**src/rtl/ldpc_cyclic_bf_decoder.sv**
```systemverilog
// ---------------------------------------------------------------------------
// ldpc_cyclic_bf_decoder
//
// Iterative bit-flipping decoder for cyclic (circulant-H) LDPC and
// difference-set codes. One codeword is in flight at a time: a word is
// accepted in IDLE and decoded in ITER, at one flip iteration per clock. It is
// then presented in DONE until the sink takes it.
//
// Parameters
//   N         code length in bits
//   H_ROW     first row of the N x N circulant parity-check matrix;
//             check j covers bits (j+k) mod N for every set bit k
//   FLIP_THR  a bit flips when its unsatisfied-check count is >= FLIP_THR
//   MAX_ITER  maximum number of flip iterations (0 = syndrome check only)
//
// Ports
//   clk        rising-edge clock
//   rst        synchronous, active-high reset
//   in_data    hard-decision received word (bit i = code position i)
//   in_valid   in_data is valid
//   in_ready   decoder can accept a word (IDLE only)
//   out_data   decoded word
//   out_ok     final syndrome is zero
//   out_iters  number of flip iterations applied
//   out_valid  outputs are valid
//   out_ready  sink accepts the outputs
//   stat_frames / stat_fails  (only with LDPC_BF_STATS_EN defined)
//              saturating 16-bit counts of delivered words and of delivered
//              words whose syndrome was non-zero
//
// Optional feature macro: LDPC_BF_STATS_EN
// ---------------------------------------------------------------------------
module ldpc_cyclic_bf_decoder #(
  parameter int N = 7,
  parameter logic [N-1:0] H_ROW = 7'b0001011,
  parameter int FLIP_THR = 2,
  parameter int MAX_ITER = 2,
  localparam int IW = (MAX_ITER + 1 > 2) ? $clog2(MAX_ITER + 1) : 1
) (
  input  logic          clk,
  input  logic          rst,
  input  logic [N-1:0]  in_data,
  input  logic          in_valid,
  output logic          in_ready,
  output logic [N-1:0]  out_data,
  output logic          out_ok,
  output logic [IW-1:0] out_iters,
  output logic          out_valid,
  input  logic          out_ready
`ifdef LDPC_BF_STATS_EN
  ,
  output logic [15:0]   stat_frames,
  output logic [15:0]   stat_fails
`endif
);

  typedef enum logic [1:0] {IDLE, ITER, DONE} state_t;

  state_t          state, state_nxt;
  logic [N-1:0]    cw, cw_nxt;
  logic [IW-1:0]   iter, iter_nxt;
  logic            ok_r, ok_nxt;
  logic            vld_r, vld_nxt;

  logic [N-1:0]    syn;
  logic [N-1:0]    flip;
  int              cnt;

  function automatic logic [15:0] sat_inc(input logic [15:0] v);
    return (v == 16'hFFFF) ? v : v + 16'd1;
  endfunction

  // Syndrome of the current codeword: one parity check per circulant row.
  always_comb begin
    syn = '0;
    for (int j = 0; j < N; j++) begin
      for (int k = 0; k < N; k++) begin
        if (H_ROW[k]) syn[j] = syn[j] ^ cw[(j + k) % N];
      end
    end
  end

  // Bit i sits in check j = (i - k) mod N for each tap k; count the failing ones.
  always_comb begin
    flip = '0;
    cnt  = 0;
    for (int i = 0; i < N; i++) begin
      cnt = 0;
      for (int k = 0; k < N; k++) begin
        if (H_ROW[k] && syn[(i + N - k) % N]) cnt = cnt + 1;
      end
      flip[i] = (cnt >= FLIP_THR);
    end
  end

  always_comb begin
    state_nxt = state;
    cw_nxt    = cw;
    iter_nxt  = iter;
    ok_nxt    = ok_r;
    vld_nxt   = vld_r;
    case (state)
      IDLE: begin
        if (in_valid) begin
          cw_nxt    = in_data;
          iter_nxt  = '0;
          ok_nxt    = 1'b0;
          state_nxt = ITER;
        end
      end
      ITER: begin
        if (syn == '0) begin
          ok_nxt    = 1'b1;
          state_nxt = DONE;
        end else if (int'(iter) == MAX_ITER || flip == '0) begin
          // Iteration budget spent, or no bit reaches the threshold (stall).
          ok_nxt    = 1'b0;
          state_nxt = DONE;
        end else begin
          cw_nxt   = cw ^ flip;
          iter_nxt = iter + 1'b1;
        end
      end
      DONE: begin
        // out_valid rises one cycle after entering DONE, giving 2+k latency.
        if (!vld_r) begin
          vld_nxt = 1'b1;
        end else if (out_ready) begin
          vld_nxt   = 1'b0;
          state_nxt = IDLE;
        end
      end
      default: state_nxt = IDLE;
    endcase
  end

  always_ff @(posedge clk) begin
    if (rst) begin
      state <= IDLE;
      cw    <= '0;
      iter  <= '0;
      ok_r  <= 1'b0;
      vld_r <= 1'b0;
    end else begin
      state <= state_nxt;
      cw    <= cw_nxt;
      iter  <= iter_nxt;
      ok_r  <= ok_nxt;
      vld_r <= vld_nxt;
    end
  end

  assign in_ready  = (state == IDLE);
  assign out_data  = cw;
  assign out_iters = iter;
  assign out_ok    = ok_r;
  assign out_valid = vld_r;

`ifdef LDPC_BF_STATS_EN
  always_ff @(posedge clk) begin
    if (rst) begin
      stat_frames <= '0;
      stat_fails  <= '0;
    end else if (vld_r && out_ready) begin
      stat_frames <= sat_inc(stat_frames);
      if (!ok_r) stat_fails <= sat_inc(stat_fails);
    end
  end
`else
  // Statistics counters not built.
`endif

endmodule

```
**config.mk**
```make
export PLATFORM = sky130hd
export DESIGN_NAME = ldpc_cyclic_bf_decoder
export DESIGN_NICKNAME = d
export VERILOG_FILES = /design/src/rtl/ldpc_cyclic_bf_decoder.sv
export SDC_FILE = /design/constraint.sdc
export NUM_CORES = 1
export LEC_CHECK = 0
export BUFFER_PORTS_ARGS = -buffer_cell sky130_fd_sc_hd__buf_2
export CAP_MARGIN = 0
export CORE_MARGIN = 3
export CORE_UTILIZATION = 35
export CTS_BUF_LIST = sky130_fd_sc_hd__clkbuf_8
export CTS_CLUSTER_DIAMETER = 80
export DETAILED_ROUTE_END_ITERATION = 12
export SYNTH_ARGS = -nofsm -noshare
export SYNTH_HDL_FRONTEND = slang
export SYNTH_SLANG_ARGS = --single-unit
```
**constraint.sdc**
```tcl
create_clock -name clk -period 3.05 [get_ports clk]
set_clock_uncertainty 0.2 [all_clocks]
set_input_delay 0.1525 -clock clk [delete_from_list [all_inputs] [get_ports clk]]
set_output_delay 0.1525 -clock clk [all_outputs]
set_load 0.01 [all_outputs]
```
==> qor.csv, run 1 <==
stage,metric,value,unit
global_route,total gr overflow,0,
detailed_routing,initial drt markers,86,
logic_synthesis,Unique masters post-synth,68,
min_path,hold crit path type,in -> reg,
logic_synthesis,"EDFF count, synth",0,
logic_synthesis,Synth Area in Simple Gates,23.4,%
worst_setup_path,reg2reg start,out_data[4]$_SDFFE_PP0P_,
finish,share of layout cells above drive strength 1,30.2,%
die,row count,25,
clock_tree,CTS sink count,13,
timing,Slew Limit Fails,0,
timing,RSZ-0062 raised after global routing,no,
min_path,Hold EP,out_data[5]$_SDFFE_PP0P_,
logic_synthesis,"top cells by count, synth","nor2_1 (18), dfxtp_1 (13), inv_1 (13)",
die,I/O pins,23,
finish,Final Cell Area,1950,um2
finish,footprint of the multi-input gates,1330,um2
detailed_routing,post-route ant nets,0,
detailed_routing,first drt pass iteration count,4,
clock_tree,post_cts resized,0,
worst_setup_path,reg2reg path depth,8,
die,Core Area,4910,um2
worst_setup_path,CP Max Fanout,10,
detailed_routing,DRT Wirelength,4.16,mm
logic_synthesis,Mapped Avg Cell Area,8.99,um2
worst_setup_path,WS Path Type,reg -> reg,
die,Chip Height,78.6,um
worst_setup_path,critical path capture point type,flip-flop,
min_path,worst hold path cell count,2,
detailed_routing,routed len/inst,14.4,um
detailed_routing,vias,1598,
logic_synthesis,post-synthesis mux area share,1.15,%
worst_setup_path,highest-delay cell along the critical path,dfxtp_1,
logic_synthesis,Post-synth ARST share,0,%
timing,actual slew at the worst max-slew pin,625,ps
finish,Area Growth Syn to Fin,5.97,%
global_route,grt met3 use,3.33,%
clock_tree,CTS max path bufs,2,
logic_synthesis,top-count cell post-synth,nor2_1,
clock_tree,CTS tree,yes,
timing,Sum Neg Setup Slack,0,ps
finish,diodes inserted,0,
clock_tree,root buffer cell,clkbuf_8,
timing,Final setup viols,0,
global_route,busiest grt layer,met2,
timing,relative slew slack,58.0,%
timing,Final period util,89.3,%
timing,final-report hold violation count,0,
worst_setup_path,critical path data required time,2990,ps
global_route,largest net degree at the start of global routing,19,
clock_tree,H-tree levels,1,
die,DIE AREA,6170,um2
die,die width,78.6,um
detailed_routing,drt drc,0,
timing,crit path time final,2720,ps
status,status,finished clean,
worst_setup_path,crit-path cells,"xnor3_2, inv_1, ha_1, o21ai_2, nand4_1, a31oi_1, nand3_2, a311oi_1",
clock_tree,cts bufs inserted,3,
global_route,met2 GRT Util,21.6,%
finish,post-layout util,39.8,%
die,Initial Util,37.5,%
detailed_routing,Vias/cell,5.53,
run,max-cap viol count,0,
logic_synthesis,synth top area cells,"dfxtp_1 (14%), buf_6 (5.5%), ha_1 (5.4%)",
logic_synthesis,Syn Nets,224,
logic_synthesis,main combinational cell family by area after synthesis,compound AO/OA/AOI/OAI gates,
global_route,all-layer global routing usage,14.7,%
global_route,met1 Use GR,21.3,%
global_route,first-pass GRT wire length,7.21,mm
placed_design,RePlAce Congestion,0.827,
global_route,vias in the first global route,1473,
worst_setup_path,R2R setup slack,330,ps
placed_design,number of port buffers,22,
logic_synthesis,"Top FF cell, synth",dfxtp_1,
placed_design,placed cell area,1900,um2
logic_synthesis,largest area contributor in the netlist,dfxtp_1,
clock_tree,Clock transition at path regs,60,ps
logic_synthesis,post-synthesis sequential area ratio,14.1,%
worst_setup_path,FF-to-FF End,out_data[6]$_SDFFE_PP0P_,
worst_setup_path,Worst setup SP type,flip-flop,
logic_synthesis,Adder-Cell Fraction of Synth Area,5.43,%
worst_setup_path,Slowest Stage Delay on Critical Path,560,ps
logic_synthesis,Synth warnings,0,
global_route,initial antenna violation count,0,
logic_synthesis,Seq cells post-synth,13,
placed_design,post-DP HPWL,3.17,mm
logic_synthesis,Post-Syn Area,1840,um2
finish,fillers,538,
finish,Nets,242,
logic_synthesis,Yosys top cell area share,14.1,%
worst_setup_path,WP data arrival,2670,ps
logic_synthesis,XOR/XNOR share of the synthesized area,15.8,%
finish,Register Area,260,um2
clock_tree,clock latency on the worst-skew pair,250,ps
timing,Max Clk Rate,0.367,GHz
min_path,min-delay src,rst,
logic_synthesis,Synth Area in Compound Gates,26.2,%
logic_synthesis,synthesized instance count,205,
worst_setup_path,worst setup path startpoint,out_data[4]$_SDFFE_PP0P_,
-- metrics by stage --
step	worst slack, ps	std cells	hold WS [ps]
3_3_place_gp	379	284	246
5_1_grt	110	289	49.8
2_1_floorplan	590	205	132
6_report	327	289	37.0
3_5_place_dp	288	284	251
4_1_cts	264	289	37.5
-- critical path: cells and delay by family, from the launching register on --
| kind | cells | cell delay, ps |
|---|---|---|
| adders and majority gates | 1 | 230 |
| buffers and inverters | 1 | 80 |
| and+or+nand+nor | 2 | 290 |
| xor gates and xnor gates | 1 | 560 |
| AOI/OAI and AO/OA | 3 | 700 |
| DFF | 1 | 560 |
-- cell families after synthesis --
kind of cell	count (synthesis)
flip-flops	13
buffers and inverters	32
adder cells (fa/ha/maj)	8
AND/OR/NAND/NOR	72
XOR/XNOR	21
AO/OA/AOI/OAI	57
multiplexers	2
-- layer usage --
layer  wire [um]  vias to the layer above
li1            -                      793
met2        1830                       38
met5           0                        -
met1        2040                      763
met3         237                        4
met4          48                        0
-- worst max-delay path by stage --
stage                          endpoint
2_1_floorplan       out_ok$_SDFFE_PP0P_
3_3_place_gp   out_data[6]$_SDFFE_PP0P_
3_5_place_dp   out_data[6]$_SDFFE_PP0P_
4_1_cts        out_data[6]$_SDFFE_PP0P_
5_1_grt        out_data[6]$_SDFFE_PP0P_
6_report       out_data[6]$_SDFFE_PP0P_
-- final cells by class --
| class | instances | share of cell area (%) |
|---|---|---|
| inverters | 13 | 2.50 |
| flip-flops and latches | 13 | 13.3 |
| well taps | 67 | 4.29 |
| repair buffers | 32 | 9.61 |
| multi-input cells | 160 | 67.9 |
| clock buffers | 3 | 2.11 |
| clock inverters | 1 | 0.256 |
-- what timing repair did --
item | CTS | global route
hold buffers | 1 | 0
setup buffers | 0 | 0
endpoints found under the hold margin | 1 | 0
-- layout by cell type (no fill, tap or decap), drive strengths merged, types with 3 or more instances in the layout --
master,instances
buf,31
nor2,18
inv,13
dfxtp,13
o21ai,11
a21oi,9
nor3,9
nand2,8
xnor2,8
ha,8
nand3,8
nand2b,7
xor2,6
xnor3,6
o31ai,5
and3,4
a311oi,4
a211oi,4
a31o,3
a31oi,3
a221oi,3
clkbuf,3
-- registers in the layout (all words and copies together) (netlist names) --
register,count
out_valid,1
state,2
out_ok,1
out_iters,2
out_data,7
Power of run 1 is not shown: default switching activity piles up to over one toggle a cycle in this logic, so the estimate is an artifact.
==> run 2, diff against run 1 <==
Settings changed: CELL_PAD_IN_SITES_DETAIL_PLACEMENT set to 0, CELL_PAD_IN_SITES_GLOBAL_PLACEMENT set to 2, PLACE_DENSITY_LB_ADDON set to 0.1.
==> run 2 against run 1 <==
  * Sequential share of layout area down 0.093 points
  * Final area up 0.71%
  * Global-route usage up 0.70 points
  * Clock-buffer cell count unchanged
  * First-iteration DRC count up 65%
  * Worst setup slack worse by 84 ps
==> qor.csv, run 2 (synthesis gave the netlist of run 1 again) <==
stage,metric,value,unit
global_route,total gr overflow,0,
finish,max reg flops,7,
detailed_routing,Vias/cell,5.53,
detailed_routing,first drt pass iteration count,4,
timing,relative slew slack,62.2,%
detailed_routing,post-route ant nets,0,
detailed_routing,drt drc,0,
placed_design,Placed Cells,286,
min_path,min-delay src,rst,
finish,Register Area,260,um2
worst_setup_path,CP Max Fanout,10,
finish,final cell count without fillers,291,
worst_setup_path,worst setup path startpoint,out_data[1]$_SDFFE_PP0P_,
worst_setup_path,reg2reg start,out_data[1]$_SDFFE_PP0P_,
timing,crit path time final,2810,ps
finish,share of layout cells above drive strength 1,30.4,%
status,status,finished clean,
worst_setup_path,WS Path Type,reg -> reg,
worst_setup_path,critical path data required time,2990,ps
timing,RSZ-0062 raised after global routing,no,
clock_tree,CTS max path bufs,2,
global_route,largest net degree at the start of global routing,16,
placed_design,RePlAce Congestion,0.807,
finish,footprint of the multi-input gates,1330,um2
clock_tree,Clock transition at path regs,60,ps
detailed_routing,DRT Wirelength,4.61,mm
global_route,all-layer global routing usage,15.4,%
timing,actual slew at the worst max-slew pin,563,ps
clock_tree,clock latency on the worst-skew pair,240,ps
min_path,worst hold path cell count,2,
finish,fillers,533,
die,row count,25,
worst_setup_path,critical path capture point type,flip-flop,
min_path,hold crit path type,in -> reg,
clock_tree,CTS sink count,13,
run,max-cap viol count,0,
finish,diodes inserted,0,
finish,"commonest non-fill, non-tap cell in the layout",buf_2,
detailed_routing,initial drt markers,142,
clock_tree,post_cts resized,0,
die,Core Area,4910,um2
die,I/O pins,23,
finish,Nets,244,
placed_design,number of port buffers,22,
clock_tree,root buffer cell,clkbuf_8,
global_route,first-pass GRT wire length,7.60,mm
die,Initial Util,37.5,%
die,die width,78.6,um
timing,Sum Neg Setup Slack,0,ps
global_route,initial antenna violation count,0,
worst_setup_path,reg2reg path depth,7,
worst_setup_path,WP data arrival,2750,ps
die,Chip Height,78.6,um
timing,Final setup viols,0,
die,DIE AREA,6170,um2
timing,Final period util,92.1,%
clock_tree,H-tree levels,1,
placed_design,post-DP HPWL,3.69,mm
detailed_routing,vias,1608,
finish,Area Growth Syn to Fin,6.72,%
detailed_routing,routed len/inst,15.8,um
finish,"commonest cells after routing, fill and taps aside","buf_2 (22), nor2_1 (18), inv_1 (14)",
clock_tree,cts bufs inserted,3,
timing,final-report hold violation count,0,
timing,Max Clk Rate,0.356,GHz
clock_tree,CTS tree,yes,
timing,Slew Limit Fails,0,
worst_setup_path,Worst setup SP type,flip-flop,
timing,WHS,51.0,ps
global_route,vias in the first global route,1515,
-- run 2: final timing paths --
kind	end	slack (ps)
setup reg to reg	out_data[0]$_SDFFE_PP0P_	240
hold reg to reg	out_iters[1]$_SDFFE_PP0P_	340
hold / removal	out_iters[1]$_SDFFE_PP0P_	50
setup / recovery	out_data[0]$_SDFFE_PP0P_	240
-- run 2: final cells by class --
type                       count  area share, %
timing repair buffer          34           10.3
multi-input combinational    160           67.4
tap                           67           4.26
inverter                      13           2.48
sequential                    13           13.2
clock inverter                 1          0.191
clock buffer                   3           2.10
-- run 2: per-layer routing --
layer | up-vias | routed length [um] | track usage, %
li1 | 800 | - | -
met1 | 770 | 2380 | 22.4
met2 | 34 | 2030 | 24.0
met3 | 4 | 165 | 2.52
met4 | 0 | 29 | 2.45
met5 | - | 0 | 0
-- run 2: timing repair --
action / in CTS / in global routing
hold endpoints to repair: 1 / 0
hold buffers: 1 / 0
setup buffers: 0 / 0
-- run 2: per-stage QoR --
| stage | util [%] | cell area, um2 | worst slack (ps) |
|---|---|---|---|
| 2_1_floorplan | - | 1840 | 590 |
| 3_3_place_gp | 38.9 | 1910 | 271 |
| 3_5_place_dp | 38.9 | 1910 | 235 |
| 4_1_cts | 40.1 | 1970 | 207 |
| 5_1_grt | 40.1 | 1970 | 47.7 |
| 6_report | 40.1 | 1970 | 242 |
-- run 2: worst max-delay path, cell delays in order (launching register included) --
cell	delay, ps
dfxtp_1	620
xor3_2	510
ha_1	330
o21ai_2	220
nand4_1	120
a31oi_1	210
nand3_2	180
a311oi_1	290
Power of run 2 is left out for the same reason.
